## config.mk

```make
export PLATFORM = sky130hd
export DESIGN_NAME = encoder_8_3
export DESIGN_NICKNAME = d
export VERILOG_FILES = /design/src/rtl/encoder_8_3.sv
export SDC_FILE = /design/constraint.sdc
export NUM_CORES = 1
export LEC_CHECK = 0
export CORE_AREA = 2 2 39 41
export DETAILED_ROUTE_END_ITERATION = 8
export DIE_AREA = 0 0 41 43
export PLACE_DENSITY = 0.44
export SYNTH_ARGS = -nofsm -noshare
export SYNTH_HDL_FRONTEND = slang
export SYNTH_SLANG_ARGS = --single-unit
export TNS_END_PERCENT = 5
```

## constraint.sdc

```tcl
create_clock -name clk -period 0.8 [get_ports clk]
set_clock_uncertainty 0.1 [all_clocks]
set_input_delay 0.24 -clock clk [delete_from_list [all_inputs] [get_ports clk]]
set_output_delay 0.24 -clock clk [all_outputs]
set_load 0.02 [all_outputs]
```

## src/rtl/encoder_8_3.sv

```systemverilog
// Registered 8-to-3 priority encoder (highest set bit wins) with enable and valid flag.
// Define ENCODER_8_3_IN_REG_EN to add an input register stage (latency 2 instead of 1).
module encoder_8_3 (
  input  logic       clk,
  input  logic       rst_n,
  input  logic [7:0] Din,
  input  logic       En,
  output logic [2:0] Eo,
  output logic       Valid
);

  logic [7:0] w_din;
  logic       w_en;
  logic [2:0] w_eo;
  logic       w_valid;
  logic [2:0] r_eo;
  logic       r_valid;

`ifdef ENCODER_8_3_IN_REG_EN
  logic [7:0] r_din;
  logic       r_en;

  always_ff @(posedge clk or negedge rst_n) begin
    if (!rst_n) begin
      r_din <= 8'h00;
      r_en  <= 1'b0;
    end else begin
      r_din <= Din;
      r_en  <= En;
    end
  end

  assign w_din = r_din;
  assign w_en  = r_en;
`else
  assign w_din = Din;
  assign w_en  = En;
`endif

  // Ascending scan: later (higher) set bits overwrite lower ones, so the highest wins.
  always_comb begin
    w_eo    = 3'd0;
    w_valid = |w_din;
    for (int i = 0; i < 8; i++) begin
      if (w_din[i]) w_eo = 3'(i);
    end
  end

  always_ff @(posedge clk or negedge rst_n) begin
    if (!rst_n) begin
      r_eo    <= 3'd0;
      r_valid <= 1'b0;
    end else if (w_en) begin
      r_eo    <= w_eo;
      r_valid <= w_valid;
    end else begin
      r_eo    <= 3'd0;
      r_valid <= 1'b0;
    end
  end

  assign Eo    = r_eo;
  assign Valid = r_valid;

endmodule

```

==> qor.csv <==
metric;value;unit
status;complete, but fails checks;
failing checks;setup timing;
Startpoint Class;flop;
CORE AREA;1384;um2
CTS Hold Bufs;0;
Net Sw Frac;24.21;%
count of state elements after synthesis;4;
I/O pins;15;
RSZ-0062 raised after global routing;yes;
pins over their slew limit;0;
Synth async-reset ratio;100.0;%
syn avg cell area;10.01;um2
Worst EP arrival;0.72;ns
cell breakdown of the critical path;buf_6;
CTS H-tree lvls;1;
ANT cells;0;
Detail Route Antenna Nets;0;
cell taking the most area after synthesis;dfrtp_1;
Die Y-Extent;43;um
worst slack, placed;-0.6441;ns
WL per Instance;10.04;um
power per cell area;1574;nW/um2
Seq/Total Area, Yosys;55.56;%
Cell variety after synth;10;
count of final setup violators;7;
P_int;0.4583;mW
die width;41;um
clock root cell;clkbuf_4;
hold crit path type;input port to async pin;
relative slew slack;82.93;%
Synth Warn #;0;
initial DRC count;0;
CTS clk-pin slew, worst paths;0.04;ns
Synth-to-Final Area Change;113.2;%
critical path required time;0.46;ns
kind of critical path;flop to primary output;
top cells by area, synth;dfrtp_1 56%, nor4_2 6.9%, nor2_1 6.3%;
max incr delay on CP;0.36;ns
final hold vios;0;
Via density;3.830;
Comb pwr share;23.6;%
first-pass GRT wire length;724;um
Post-synth top cells;4 x dfrtp_1, 3 x nor2_1, 2 x a21oi_1, 2 x inv_1, 2 x o21ai_0;
vias in the first global route;188;
gpl congestion;0.6831;
net switching power;0.1464;mW
vias;203;
Initial Util;13.02;%
Seq pwr share;36.8;%
Crit Path Max Fanout;1;
largest net degree at the start of global routing;5;
Largest delay share family, worst path;flip-flops;
final worst setup slack;-0.2633;ns
share of the synthesized area in the top cell type;55.56;%
Slowest cell on crit path;dfrtp_1;
CP Capture Type;primary output;
Tmin final;1.063;ns
Slew @ Worst Pin;0.2541;ns
count leader, synth;dfrtp_1;
Mapped Area;180.2;um2
top_reg_cell synth;dfrtp_1;
crit share post-route;132.9;%
initial antenna violation count;0;
nets;50;
share of cells above drive strength 1;48.65;%
HPWL Detailed;427.7;um
Max-Cap Viols;0;
Clk pwr share;39.6;%
Worst Path Buf+Inv;1;
syn nets;29;
grt total ovfl;0;
achievable frequency;940.5;MHz
clk sinks;4;
full die area;1763;um2
DR pass1 iterations;1;
post-synthesis cell count;18;
Worst VDD drop;0.2346;mV
Non-Filler Instances;53;
Port Buffers;14;
detailed-route wire length;532;um
Util after Layout;27.76;%
clk buf depth;2;
leakage;0.1745;nW
Post-CTS Repair Setup Buffers;0;
Power Total;0.6047;mW
number of flops mapped to enable cells by yosys;0;
CTS tree;built;
Total GRT Usage;6.500;%
std cell rows;14;
Fillers;153;
placed cells;50;
clock buffer count from CTS;3;
DRC Markers;0;
-- path summary, 6_finish.rpt --
check	to	startpoint	cells past startpoint
max	Eo[0]	Eo[0]	1
min	Eo[1]	rst_n	1
max in group asynchronous	Valid	rst_n	1
min in group clk	Eo[0]	Din[4]	2
-- flip-flops by register name (all words and copies together), names as in the netlist --
signal	count
Eo	3
Valid	1
-- routing by layer --
layer	up-vias	GRT usage, %	routed length, um
met3	0	3.141	32
met1	95	5.714	196
met2	6	10.00	303
met4	0	6.000	0
li1	102	-	-
met5	-	0	0
-- power by group through the flow --
stage / Clock, mW / Sequential, mW / Combinational (mW)
after floorplan: 0 / 0.242 / 0.0216
after global placement: 0 / 0.223 / 0.140
after detailed placement: 0 / 0.223 / 0.142
after CTS: 0.249 / 0.223 / 0.144
after global routing: 0.260 / 0.225 / 0.153
final: 0.239 / 0.223 / 0.143
-- cells by family (layout without fill, tap and decap cells) --
| family | after synthesis | in the layout | share of synthesized area [%] |
|---|---|---|---|
| and+or+nand+nor | 6 | 6 | 20.14 |
| AOI/OAI and AO/OA | 6 | 6 | 20.14 |
| buffers and inverters | 2 | 21 | 4.168 |
| DFF | 4 | 4 | 55.56 |
-- cell type report --
class	count	area (um2)	share of cell area (%)
Tap cell	16	20.02	5.212
Multi-Input combinational cell	12	102.6	26.71
Sequential cell	4	100.1	26.06
Clock buffer	3	22.52	5.863
Inverter	2	7.507	1.954
Timing Repair Buffer	16	131.4	34.20
-- cell usage in the layout (no fill, tap or decap), drive strengths merged --
master	count
buf	9
dfrtp	4
dlygate4sd2	4
clkbuf	4
nor2	3
a21oi	2
clkdlybuf4s50	2
o21ai	2
inv	2
nor4	2
nor2b	1
o41ai	1
o21bai	1
-- through the flow --
stage / hold WS (ns) / cell area, um2 / TNS, ns
after floorplan: -0.1556 / 180.2 / -0.1058
after global placement: 0.3502 / 355.3 / -3.932
after detailed placement: 0.3559 / 355.3 / -3.956
after CTS: 0.1120 / 389.1 / -1.380
after global routing: 0.1135 / 384.1 / -1.405
final: 0.1112 / 384.1 / -1.190
-- repair_timing --
action | 4_1_cts | 5_1_grt
pin swaps | 2 | 1
endpoints found under the setup margin | 8 | 8
resized for setup | 48 | 1
Note: power is estimated with default switching activity, not from simulation.
